`src/rtl/imc_tile_engine.sv`:
```
// imc_tile_engine: row-masked tile MAC engine with zero skipping, IMC/digital modes and per-tile statistics
module imc_tile_engine #(
  parameter int NUM_ROWS = 64,
  parameter int DIG_LAT = 4,
  parameter int E_IMC_OP = 3,
  parameter int E_SKIP = 1,
  parameter int SNR_BASE = 120,
  parameter int SNR_SHIFT = 1,
  parameter int SNR_SIM_PENALTY = 20,
  parameter int SNR_DIGITAL = 255,
  localparam int RW = $clog2(NUM_ROWS)
) (
  input  logic                clk,
  input  logic                rst,
  input  logic                tile_start,
  input  logic                imc_mode,
  input  logic                simultaneous_rows,
  input  logic [NUM_ROWS-1:0] row_mask,
  input  logic                op_valid,
  input  logic [7:0]          op_a,
  input  logic [7:0]          op_b,
  output logic                op_ready,
  output logic [RW-1:0]       op_row_idx,
  output logic                busy,
  output logic                tile_done,
  output logic [15:0]         zero_ops_skipped,
  output logic [15:0]         total_ops_executed,
  output logic [15:0]         imc_energy_savings,
  output logic [7:0]          computation_snr,
  output logic [31:0]         acc_result
);
  typedef enum logic [1:0] {IDLE, RUN, DIG_WAIT, FINISH} state_t;
  state_t state;
  logic [NUM_ROWS-1:0] mask_l;
  logic imc_l, sim_l;
  logic [15:0] skip_cnt, exec_cnt, prod, wait_cnt, hs_prod, exec_prod;
  logic [31:0] acc;
  logic hs, zero, last_row, adv, do_skip, do_exec;
  logic [23:0] energy;
  int snr_i;
  logic [7:0] snr;
  always_comb begin
    op_ready = state == RUN && mask_l[op_row_idx];
    busy = state != IDLE;
    hs = op_ready && op_valid;
    zero = op_a == 8'd0 || op_b == 8'd0;
    hs_prod = 16'(op_a) * 16'(op_b);
    last_row = op_row_idx == RW'(NUM_ROWS - 1);
    do_skip = hs && zero;
    do_exec = (hs && !zero && (imc_l || DIG_LAT == 1)) || (state == DIG_WAIT && wait_cnt == 16'(DIG_LAT - 2));
    adv = (state == RUN && !mask_l[op_row_idx]) || do_skip || do_exec;
    exec_prod = state == DIG_WAIT ? prod : hs_prod;
    energy = (imc_l ? 24'(exec_cnt) * 24'(E_IMC_OP) : 24'd0) + 24'(skip_cnt) * 24'(E_SKIP);
    snr_i = imc_l ? SNR_BASE - int'(exec_cnt >> SNR_SHIFT) - (sim_l ? SNR_SIM_PENALTY : 0) : SNR_DIGITAL;
    snr = snr_i < 0 ? 8'd0 : snr_i > 255 ? 8'd255 : 8'(snr_i);
  end
  always_ff @(posedge clk) begin
    tile_done <= 1'b0;
    if (rst) begin
      state <= IDLE;
      op_row_idx <= '0;
      mask_l <= '0;
      imc_l <= 1'b0;
      sim_l <= 1'b0;
      skip_cnt <= '0;
      exec_cnt <= '0;
      prod <= '0;
      wait_cnt <= '0;
      acc <= '0;
      zero_ops_skipped <= '0;
      total_ops_executed <= '0;
      imc_energy_savings <= '0;
      computation_snr <= '0;
      acc_result <= '0;
    end else begin
      case (state)
        IDLE: if (tile_start) begin
          mask_l <= row_mask;
          imc_l <= imc_mode;
          sim_l <= simultaneous_rows;
          skip_cnt <= '0;
          exec_cnt <= '0;
          acc <= '0;
          op_row_idx <= '0;
          state <= RUN;
        end
        RUN, DIG_WAIT: begin
          if (do_skip) skip_cnt <= skip_cnt + 16'd1;
          if (do_exec) begin
            exec_cnt <= exec_cnt + 16'd1;
            acc <= acc + 32'(exec_prod);
          end
          if (adv) begin
            state <= last_row ? FINISH : RUN;
            op_row_idx <= last_row ? op_row_idx : op_row_idx + RW'(1);
          end else if (hs) begin
            prod <= hs_prod;
            wait_cnt <= '0;
            state <= DIG_WAIT;
          end else if (state == DIG_WAIT) begin
            wait_cnt <= wait_cnt + 16'd1;
          end
        end
        FINISH: begin
          zero_ops_skipped <= skip_cnt;
          total_ops_executed <= exec_cnt;
          acc_result <= acc;
          imc_energy_savings <= |energy[23:16] ? 16'hFFFF : energy[15:0];
          computation_snr <= snr;
          tile_done <= 1'b1;
          state <= IDLE;
        end
        default: state <= IDLE;
      endcase
    end
  end
endmodule
```
`config.mk`:
```
export PLATFORM = sky130hd
export DESIGN_NAME = imc_tile_engine
export DESIGN_NICKNAME = d
export VERILOG_FILES = /design/src/rtl/imc_tile_engine.sv
export SDC_FILE = /design/constraint.sdc
export NUM_CORES = 1
export LEC_CHECK = 0
export ABC_AREA = 1
export CELL_PAD_IN_SITES_DETAIL_PLACEMENT = 2
export CELL_PAD_IN_SITES_GLOBAL_PLACEMENT = 2
export CORE_MARGIN = 3
export CORE_UTILIZATION = 32
export CTS_BUF_LIST = sky130_fd_sc_hd__clkbuf_16
export DETAILED_ROUTE_END_ITERATION = 16
export GPL_TIMING_DRIVEN = 0
export PLACE_DENSITY_LB_ADDON = 0.25
export SLEW_MARGIN = 20
export SYNTH_ARGS = -nofsm -noshare
export SYNTH_HDL_FRONTEND = slang
export SYNTH_SLANG_ARGS = --single-unit
```
`constraint.sdc`:
```
create_clock -name clk -period 9.52 [get_ports clk]
set_input_delay 1.904 -clock clk [delete_from_list [all_inputs] [get_ports clk]]
set_output_delay 1.904 -clock clk [all_outputs]
set_load 0.02 [all_outputs]
```
==> out/summary.txt, run 1 <==
PLACEMENT
-----------------------------------------------------------------------------------------------
Pre-CTS setup slack                                                                    1.004 ns
Total of buffers placed on input and output ports                                           165
Number of placed instances, taps included                                                  3241
Placer congestion estimate                                                               0.8551
Placed Area                                                                        0.01902 sq mm
Placed wire-length estimate after detailed placement                               51110 microns

SETUP PATH
-----------------------------------------------------------------------------------------------
Cell repeated most along the worst path                                            sky130_fd_sc_hd__nand2_1
CP Data Arrival Time                                                                    8.42 ns
Startpoint type of the worst setup path                                               input pin
Top fanout value on the critical path                                                         9
Data required, critical path                                                           10.02 ns
Cell with the biggest individual delay on the critical path                        sky130_fd_sc_hd__fa_1
Setup crit end kind                                                                    register
Largest incremental delay on the critical path                                          0.56 ns
Crit path kind                                                                     input pin to register

CLOCK NETWORK
-----------------------------------------------------------------------------------------------
Largest buffer count on any clock path                                                        3
Clock Tree Root                                                                    sky130_fd_sc_hd__clkbuf_16
Source-to-sink clock delay at the later pin of the worst-skew pair                      0.56 ns
Clock tree from TritonCTS                                                                 built
Total of cells resized after clock tree synthesis                                             0
Number of H-tree levels                                                                       2
Number of setup buffers added after CTS                                                       0
Clock buffer count from CTS                                                                  35
TritonCTS sink count                                                                        259
Cts hold-fix bufs                                                                             0
Clock input transition at the sequential cells of the worst setup and hold paths        0.06 ns

SYNTHESIS
-----------------------------------------------------------------------------------------------
Mapped Nets                                                                                2638
Post-Syn Area per Cell                                                              6.875 sq um
Post-synthesis sequential area ratio                                                     31.37%
Total number of yosys warnings                                                                0
Seq cells post-synth                                                                        259
EDFF count, synth                                                                             0
Async set or reset register ratio after synthesis                                            0%
Post-synth design cell area                                                        0.01653 sq mm
Prevailing post-synth register cell                                                sky130_fd_sc_hd__dfxtp_1
Netlist cell types                                                                           47
Post-Syn Instances                                                                         2404

STA
-----------------------------------------------------------------------------------------------
Crit path setup slack, layout                                                          1.598 ns
Number of hold violations in the final report                                                 0
Setup repair after global routing missed its margin                                       false
Worst Hold Slack                                                                      0.4525 ns
Ratio of final minimum period to clock period                                            83.21%
Worst slew margin relative to its limit                                                  26.33%
Transition time at the pin with the least slew margin                                  1.105 ns
Sum Neg Setup Slack                                                                        0 ns
Max frequency                                                                        0.1262 GHz
Final setup violation count                                                                   0
Clock period minus worst slack                                                         7.922 ns
Pins Over Slew Limit                                                                          0
Final setup skew                                                                     0.02654 ns

POWER AND IR DROP
-----------------------------------------------------------------------------------------------
Final total power                                                                      4.854 mW
Areal power density over the cells                                                 241.9 mW/mm^2
Worst voltage drop across the vdd grid                                               0.09958 mV
Total leakage power                                                                    8.928 nW

FLOORPLAN
-----------------------------------------------------------------------------------------------
Die Span Y                                                                         233.3 microns
Initial Util                                                                             32.68%
I/O pins                                                                                    183
Total die area                                                                     0.05441 sq mm
Floorplan row count                                                                          82
Placeable core area                                                                0.05058 sq mm
Chip width                                                                         233.3 microns

GRT
-----------------------------------------------------------------------------------------------
Antenna violations before repair                                                              2
Remaining global-route overflow                                                               0
Wire length of the first global-routing pass                                       104800 microns
Global Route Usage Sum                                                                   24.40%
Maximum number of pins on one net before global-route repair                                 12
Number of global-route vias before repair                                                 18890

DETAILED ROUTING
-----------------------------------------------------------------------------------------------
Final ANT Viol Nets                                                                           0
Overall via count from detail_route                                                       17050
Number of search-and-repair iterations in the first detailed-routing pass                     7
Initial detailed-routing violation count                                                    684
Total Routed Length                                                                66660 microns
Via density per instance                                                                  5.161
Average wire per standard cell                                                     20.18 microns
Post-route DRC violation count                                                                0

FINAL LAYOUT
-----------------------------------------------------------------------------------------------
Share of layout cells above drive strength 1                                             5.173%
Final design instance area without fill                                            0.02006 sq mm
Net count reported at finish                                                               2840
Layout Area Growth over Synthesis                                                        21.39%
Commonest non-fill, non-tap cells in the layout                                    sky130_fd_sc_hd__nand2_1 (450), sky130_fd_sc_hd__nor2_1 (314), sky130_fd_sc_hd__inv_1 (310)
Most common cell after layout, fill and taps aside                                 sky130_fd_sc_hd__nand2_1
Utilization of the core after routing                                                    39.67%
Post-route insts no fill                                                                   3303

OUTCOME
-----------------------------------------------------------------------------------------------
Run status                                                                         finished clean

FLOW RUN
-----------------------------------------------------------------------------------------------
Max-Cap Viols                                                                                 0

WORST HOLD PATH
-----------------------------------------------------------------------------------------------
Worst min path class                                                               register to register

[final timing paths]
kind | start | to | slack, ns | cells after the start
hold reg to reg | prod[5]$_SDFFE_PP0P_ | prod[5]$_SDFFE_PP0P_ | 0.45 | 2
setup reg to reg | exec_cnt[0]$_SDFFE_PP0P_ | imc_energy_savings[5]$_SDFFE_PP0P_ | 4.51 | 22
setup / recovery | op_a[0] | acc[31]$_SDFFE_PP0P_ | 1.60 | 33
hold / removal | prod[5]$_SDFFE_PP0P_ | prod[5]$_SDFFE_PP0P_ | 0.45 | 2
[state kept, by name (all words and copies together) (netlist names), 2 cells and up]
name and cells:
skip_cnt 16, imc_energy_savings 16, mask_l 64, computation_snr 8, exec_cnt 16, prod 16
acc_result 32, zero_ops_skipped 16, wait_cnt 16, state 2, acc 32, total_ops_executed 16
op_row_idx 6
[where the power goes]
part	switching, mW	internal (mW)	total [mW]
registers	0.124	1.27	1.40
clock network	0.545	0.697	1.24
logic	1.47	0.744	2.22
[Yosys cell counts, types with 2 or more instances]
master                     number  area (sq um)
sky130_fd_sc_hd__xor2_1        47         411.6
sky130_fd_sc_hd__fa_1          39         780.8
sky130_fd_sc_hd__a21oi_2       11         96.34
sky130_fd_sc_hd__ha_1         109          1364
sky130_fd_sc_hd__buf_6          9         101.4
sky130_fd_sc_hd__a21boi_0       2         15.01
sky130_fd_sc_hd__and2_1         2         12.51
sky130_fd_sc_hd__clkbuf_1      83         311.6
sky130_fd_sc_hd__nor2_2         3         18.77
sky130_fd_sc_hd__o21bai_1       3         22.52
sky130_fd_sc_hd__o211a_1        2         20.02
sky130_fd_sc_hd__clkinv_1       4         15.01
sky130_fd_sc_hd__nand3_1      106         530.5
sky130_fd_sc_hd__nand3_2       11         110.1
sky130_fd_sc_hd__dfxtp_1      259          5185
sky130_fd_sc_hd__or2_2          8         50.05
sky130_fd_sc_hd__inv_2          9         33.78
sky130_fd_sc_hd__buf_2         16         80.08
sky130_fd_sc_hd__o21ai_0      229          1146
sky130_fd_sc_hd__nand4_1       37         231.5
sky130_fd_sc_hd__nor3_1        39         195.2
sky130_fd_sc_hd__a211oi_1       4         30.03
sky130_fd_sc_hd__o211ai_1       4         30.03
sky130_fd_sc_hd__inv_1        297          1115
sky130_fd_sc_hd__nand2_1      450          1689
sky130_fd_sc_hd__nand2_2        5         31.28
sky130_fd_sc_hd__nor2_8         2         40.04
sky130_fd_sc_hd__a21oi_1      210          1051
sky130_fd_sc_hd__a31oi_1        7         43.79
sky130_fd_sc_hd__nor4_1        23         143.9
sky130_fd_sc_hd__buf_1          2         7.510
sky130_fd_sc_hd__o21ai_2       11         96.34
sky130_fd_sc_hd__o21ai_1       16         80.08
sky130_fd_sc_hd__nor2_1       314          1179
sky130_fd_sc_hd__buf_4          3         22.52
sky130_fd_sc_hd__xnor2_1       12         105.1
sky130_fd_sc_hd__a21o_1         6         45.04
[kinds of logic (layout without fill, tap and decap cells)]
group,after synthesis,count (layout),share of synthesized area [%]
other,0,2,0
DFF,259,259,31.37
adders and majority gates,148,148,12.98
and+or+nand+nor,1004,1004,25.82
buffers and inverters,425,650,10.33
AOI/OAI and AO/OA,509,509,16.37
xor gates and xnor gates,59,59,3.126
[area by class of cell]
| class | instances | area [sq um] |
|---|---|---|
| antenna | 2 | 5.005 |
| inverter | 311 | 1170 |
| sequential | 259 | 5185 |
| multi-input combinational | 1720 | 9635 |
| tap | 672 | 840.8 |
| clock buffer | 35 | 875.8 |
| buffer | 114 | 538.0 |
| fill | 6009 | 30520 |
| timing repair buffer | 165 | 1652 |
| clock inverter | 25 | 162.7 |
[routing by layer]
metal | track usage, % | wire, microns | up-vias
met5 | 0 | 12 | -
met2 | 44.35 | 33460 | 238
li1 | - | - | 8171
met4 | 7.179 | 1654 | 2
met3 | 3.390 | 2253 | 86
met1 | 29.80 | 29280 | 8549
[worst max-delay path: cells and delay by family]
kind / cells / cell delay, ns
XOR/XNOR: 1 / 0.18
AND/OR/NAND/NOR: 16 / 1.96
AO/OA/AOI/OAI: 5 / 0.84
adder cells (fa/ha/maj): 6 / 2.88
buffers and inverters: 5 / 0.66
No activity file was read; power rests on OpenSTA's default activity.
==> inputs of run 2 (changes only) <==
- CORE_UTILIZATION: 32 -> 29
- clock period: 9.52 -> 7 ns (I/O delays scaled with it)
==> out/summary.txt, run 2 (synthesis results as in run 1) <==
OUTCOME
-----------------------------------------------------------------------------------------------
Run status                                                                         finished clean

CLOCK NETWORK
-----------------------------------------------------------------------------------------------
Source-to-sink clock delay at the later pin of the worst-skew pair                      0.57 ns
Clock tree from TritonCTS                                                                 built
Clock buffer count from CTS                                                                  35
Clock Tree Root                                                                    sky130_fd_sc_hd__clkbuf_16
Clock input transition at the sequential cells of the worst setup and hold paths        0.06 ns
Number of H-tree levels                                                                       2
Largest buffer count on any clock path                                                        3
TritonCTS sink count                                                                        259

DETAILED ROUTING
-----------------------------------------------------------------------------------------------
Via density per instance                                                                  5.005
Routed wire length on met2                                                         34220 microns
Total Routed Length                                                                67210 microns
Metal1 wirelength                                                                  29830 microns
Post-route DRC violation count                                                                0
Average wire per standard cell                                                     19.86 microns
Initial detailed-routing violation count                                                    662
Highest Signal Layer                                                                       met4
Final ANT Viol Nets                                                                           0
Overall via count from detail_route                                                       16940
Met3 wire length                                                                   2118 microns
Number of search-and-repair iterations in the first detailed-routing pass                     4

STA
-----------------------------------------------------------------------------------------------
Ratio of final minimum period to clock period                                            94.57%
Pins Over Slew Limit                                                                          0
Number of hold violations in the final report                                                 0
Max frequency                                                                        0.1511 GHz
Sum Neg Setup Slack                                                                        0 ns
Final setup violation count                                                                   0
Worst slew margin relative to its limit                                                  33.62%
Transition time at the pin with the least slew margin                                 0.9958 ns
Final setup skew                                                                     0.03185 ns
Clock period minus worst slack                                                         6.620 ns

FINAL LAYOUT
-----------------------------------------------------------------------------------------------
Post-route insts no fill                                                                   3384
Top flop regs                                                                      mask_l x64, acc x32, acc_result x32
Most common cell after layout, fill and taps aside                                 sky130_fd_sc_hd__nand2_1
Final design instance area without fill                                            0.02061 sq mm
Commonest non-fill, non-tap cells in the layout                                    sky130_fd_sc_hd__nand2_1 (443), sky130_fd_sc_hd__nor2_1 (312), sky130_fd_sc_hd__inv_1 (304)
Share of layout cells above drive strength 1                                             6.910%
Max reg flops                                                                                64
Most flop-heavy register                                                                 mask_l
Number of fill cells in the layout                                                         6615
Layout Area Growth over Synthesis                                                        24.71%
Utilization of the core after routing                                                    36.98%
Net count reported at finish                                                               2843

POWER AND IR DROP
-----------------------------------------------------------------------------------------------
Sequential group share of total power                                                     26.9%
Fraction of power spent switching nets                                                   42.35%
Internal power summed over all cells                                                   4.076 mW
Clock network fraction of design power                                                    28.5%
Total leakage power                                                                    9.090 nW
Net switching power of the design                                                      2.994 mW
Areal power density over the cells                                                 343.0 mW/mm^2
Comb pwr share                                                                            44.7%
Worst voltage drop across the vdd grid                                                0.1335 mV

PLACEMENT
-----------------------------------------------------------------------------------------------
Number of placed instances, taps included                                                  3317
Placed Area                                                                        0.01912 sq mm
Placer congestion estimate                                                               0.8334
Total of buffers placed on input and output ports                                           165
Placed wire-length estimate after detailed placement                               52240 microns

WORST HOLD PATH
-----------------------------------------------------------------------------------------------
End of the worst hold path                                                         prod[8]$_SDFFE_PP0P_
Worst min path class                                                               register to register
Hold_sp                                                                            prod[8]$_SDFFE_PP0P_
Number of cells on the worst hold path                                                        2

FLOORPLAN
-----------------------------------------------------------------------------------------------
Chip width                                                                         244.7 microns
Total die area                                                                     0.05990 sq mm
Placeable core area                                                                0.05574 sq mm
I/O pins                                                                                    183
Initial Util                                                                             29.65%
Floorplan row count                                                                          86
Die Span Y                                                                         244.7 microns

SETUP PATH
-----------------------------------------------------------------------------------------------
Setup crit end kind                                                                    register
CP Data Arrival Time                                                                    7.06 ns
Startpoint type of the worst setup path                                               input pin
Crit path kind                                                                     input pin to register
Worst R2R Path Depth                                                                         22
Reg-to-reg setup timing slack                                                           2.16 ns
Largest incremental delay on the critical path                                          0.57 ns
Cell with the biggest individual delay on the critical path                        sky130_fd_sc_hd__fa_1
Data required, critical path                                                            7.44 ns
Startpoint of the worst-slack reg-to-reg timing path                               exec_cnt[0]$_SDFFE_PP0P_
Top fanout value on the critical path                                                         9
Reg2Reg Capture Point                                                              imc_energy_savings[10]$_SDFFE_PP0P_

GRT
-----------------------------------------------------------------------------------------------
Number of global-route vias before repair                                                 18590
Antenna violations before repair                                                              2
Maximum number of pins on one net before global-route repair                                 13
Global Route Usage Sum                                                                   22.20%
Wire length of the first global-routing pass                                       105900 microns
Remaining global-route overflow                                                               0

FLOW RUN
-----------------------------------------------------------------------------------------------
Max-Cap Viols                                                                                 0

run 2: cell count changes in the layout (fill, tap and decap cells not counted), moves of 6 or more:
cell / previous run / this run
sky130_fd_sc_hd__buf_4: 3 / 13
sky130_fd_sc_hd__bufinv_16: 1 / 9
sky130_fd_sc_hd__clkbuf_1: 83 / 69
sky130_fd_sc_hd__clkbuf_4: 0 / 7
sky130_fd_sc_hd__inv_1: 310 / 304
sky130_fd_sc_hd__nand2_1: 450 / 443
sky130_fd_sc_hd__nand2_2: 5 / 11
run 2: area by class of cell:
class / count / area (sq um) / area share (%)
sequential: 259 / 5185 / 25.15
inverter: 311 / 1170 / 5.676
antenna: 2 / 5.005 / 0.02428
clock buffer: 36 / 900.9 / 4.371
timing repair buffer: 168 / 1674 / 8.122
buffer: 114 / 590.6 / 2.865
multi-input combinational: 1720 / 9773 / 47.41
clock inverter: 26 / 377.9 / 1.833
tap: 748 / 935.9 / 4.540
run 2: metrics by stage:
stage | power, mW | setup slack, ns | hold slack, ns
CTS | 7.058 | 0.004304 | 0.4628
global route | 7.583 | -0.007936 | 0.4821
finish | 7.070 | 0.3801 | 0.4592
floorplan | 3.812 | 0.2099 | 0.4188
detailed placement | 4.974 | -0.9862 | 0.4485
global placement | 4.843 | -0.8022 | 0.4309
run 2: power by group through the flow:
stage          Combinational [mW]  Sequential [mW]  Clock, mW
3_3_place_gp                 2.93             1.92          0
3_5_place_dp                 3.05             1.93          0
5_1_grt                      3.53             1.93       2.13
2_1_floorplan                1.83             1.98          0
4_1_cts                      3.09             1.90       2.06
6_report                     3.16             1.90       2.01
run 2: worst max path at each step:
| stage | cells past startpoint | start | endpoint |
|---|---|---|---|
| floorplan | 34 | op_b[6] | acc[23]$_SDFFE_PP0P_ |
| global placement | 35 | op_a[4] | acc[31]$_SDFFE_PP0P_ |
| detailed placement | 35 | op_b[6] | acc[31]$_SDFFE_PP0P_ |
| CTS | 35 | op_b[7] | acc[31]$_SDFFE_PP0P_ |
| global route | 31 | op_a[7] | acc[26]$_SDFFE_PP0P_ |
| finish | 34 | op_b[5] | acc[23]$_SDFFE_PP0P_ |
run 2: worst max-delay path: cells and delay by family:
kind,cells,cell delay [ns]
compound gates,8,1.24
xor+xnor,2,0.24
fa+ha+maj,6,2.66
buf+inv,7,0.52
simple gates,11,0.97
run 2: what timing repair did:
item                                    4_1_cts  5_1_grt
endpoints found under the setup margin       14       17
hold buffers                                  0        0
pin swaps                                     2       20
setup buffers                                 1        2
gates resized for setup                      17       63
run 2: layer usage:
layer,global-route usage [%],vias to the layer above
li1,-,8193
met1,27.93,8459
met2,40.97,226
met3,2.753,60
met4,3.821,0
met5,0,-
==> RTL edit: new RTL, config.mk and constraints of run 1 <==
Add an input register stage for `imc_mode`; this delays it by one clock. The other inputs are not delayed to match.
--- a/src/rtl/imc_tile_engine.sv
+++ b/src/rtl/imc_tile_engine.sv
@@ -31,4 +31,11 @@
 );
   typedef enum logic [1:0] {IDLE, RUN, DIG_WAIT, FINISH} state_t;
+
+  logic imc_mode_q;
+
+  always_ff @(posedge clk) begin
+    imc_mode_q <= imc_mode;
+  end
+
   state_t state;
   logic [NUM_ROWS-1:0] mask_l;
@@ -77,5 +84,5 @@
         IDLE: if (tile_start) begin
           mask_l <= row_mask;
-          imc_l <= imc_mode;
+          imc_l <= imc_mode_q;
           sim_l <= simultaneous_rows;
           skip_cnt <= '0;
Function: changed (Yosys sat finds a counterexample within 4 cycles, from zero or initial values and one cycle with rst high).
==> RTL edit against run 1 <==
- fmax grew 5.0%
- power up 1.7%
- clock skew fell by 0.83 ps
- count of clock-buffer cells in the layout up 1
- largest cell class unchanged
- register-to-register slack improved by 40 ps
- worst setup slack improved by 380 ps
- synthesized area hardly changed
- sequential cell count is 1 higher
- routed wire length is 1.1% higher
- non-clock buffer count down 1
- highest routed layer is now met4
- final area up 0.46%
- sequential share of layout area about the same
==> RTL edit: results (changes against run 1) <==
\begin{tabular}{lr}
\hline
Metric & Value \\
\hline
\multicolumn{2}{l}{\textbf{Outcome}} \\
\quad Result of the run & complete, no violations \\
\multicolumn{2}{l}{\textbf{Synth}} \\
\quad Avg Cell Area, Syn & 6.851 µm² (-0.36\%) \\
\quad Share of the synthesized netlist area taken by xor and xnor gates & 0.03235 (+0.001082) \\
\quad Number of nets produced by synthesis & 2,645 (+0.27\%) \\
\quad Cell variety after synth & 44 (-6.4\%) \\
\quad Register area share after synthesis & 0.3151 (+0.001426) \\
\quad Area fraction in compound gates after synthesis & 0.1650 (+0.001248) \\
\quad Most instantiated cells after synthesis & sky130\_fd\_sc\_hd\_\_nand2\_1, sky130\_fd\_sc\_hd\_\_nor2\_1, sky130\_fd\_sc\_hd\_\_inv\_1, sky130\_fd\_sc\_hd\_\_dfxtp\_1, sky130\_fd\_sc\_hd\_\_o21ai\_0 \\
\multicolumn{2}{l}{\textbf{Worst setup path}} \\
\quad Register-to-Register Path Depth & 23 (+4.5\%) \\
\quad Critical path arrival & 8030 ps (-390 ps) \\
\quad Critical Path Sink & acc[24] \\
\quad Startpoint of the most critical register-to-register path & exec\_cnt[3] \\
\quad Critical path origin & op\_a[4] \\
\quad Worst reg2reg endpoint & imc\_energy\_savings[9] \\
\quad Delay of the slowest cell on the worst path & 540 ps (-20 ps) \\
\multicolumn{2}{l}{\textbf{Place}} \\
\quad Post-placement cell count & 3,249 (+0.25\%) \\
\quad Port Buffer Count & 166 (+0.61\%) \\
\quad Detailed-placement wirelength estimate & 52,380 µm (+2.5\%) \\
\quad Placement-stage worst setup slack & 1309 ps (+304.3 ps) \\
\multicolumn{2}{l}{\textbf{Worst hold path}} \\
\quad Hold path startpoint & prod[7] \\
\quad Worst hold endpoint & prod[7] \\
\multicolumn{2}{l}{\textbf{Finish}} \\
\quad Total inserted antenna cells & 0 (-2) \\
\quad Fraction of final layout cells with drive strength greater than 1 & 0.03865 (-0.01308) \\
\quad Sequential cell area & 5205 µm² (+0.39\%) \\
\quad Non-clock buffer contribution to total cell area & 0.1094 (+0.0002501) \\
\multicolumn{2}{l}{\textbf{Floorplanning}} \\
\quad Die Footprint & 54,380 µm² (about the same) \\
\multicolumn{2}{l}{\textbf{Route}} \\
\quad WL per Instance & 20.36 µm (+0.89\%) \\
\quad DR vias & 17.11k (+0.36\%) \\
\quad Total wirelength of the detailed-routed design & 67,410 µm (+1.1\%) \\
\multicolumn{2}{l}{\textbf{Clock tree}} \\
\quad CTS Sinks & 260 (+0.39\%) \\
\multicolumn{2}{l}{\textbf{GRT}} \\
\quad Maximum number of pins on one net before global-route repair & 13 (+1) \\
\quad Global-route total usage across every layer & 0.2461 (+0.002101) \\
\multicolumn{2}{l}{\textbf{Pwr}} \\
\quad Max VDD drop & 0.1251 mV (+26\%) \\
\hline
\end{tabular}
-- RTL edit: cell types whose count changed after synthesis, moves of 11 or more --
cell	before	now
sky130_fd_sc_hd__a21oi_1	210	226
sky130_fd_sc_hd__a21oi_2	11	0
sky130_fd_sc_hd__nand2_1	450	434
sky130_fd_sc_hd__nor2_1	314	328
sky130_fd_sc_hd__o21ai_0	229	253
sky130_fd_sc_hd__o21ai_2	11	0
-- RTL edit: power by group through the flow --
| stage | combinational, mW | clock (mW) | sequential (mW) |
|---|---|---|---|
| floorplan | 1.33 | 0 | 1.46 |
| global placement | 2.10 | 0 | 1.41 |
| detailed placement | 2.19 | 0 | 1.42 |
| CTS | 2.23 | 1.36 | 1.40 |
| global route | 2.46 | 1.41 | 1.42 |
| finish | 2.21 | 1.33 | 1.40 |
-- RTL edit: layer usage --
metal  up-vias  track usage  share of wire
met5         -            0              0
met1      8509       0.3104           0.45
met4         0      0.07756          0.031
met2       270       0.4333           0.48
li1       8229            -              -
met3       100      0.03366          0.036
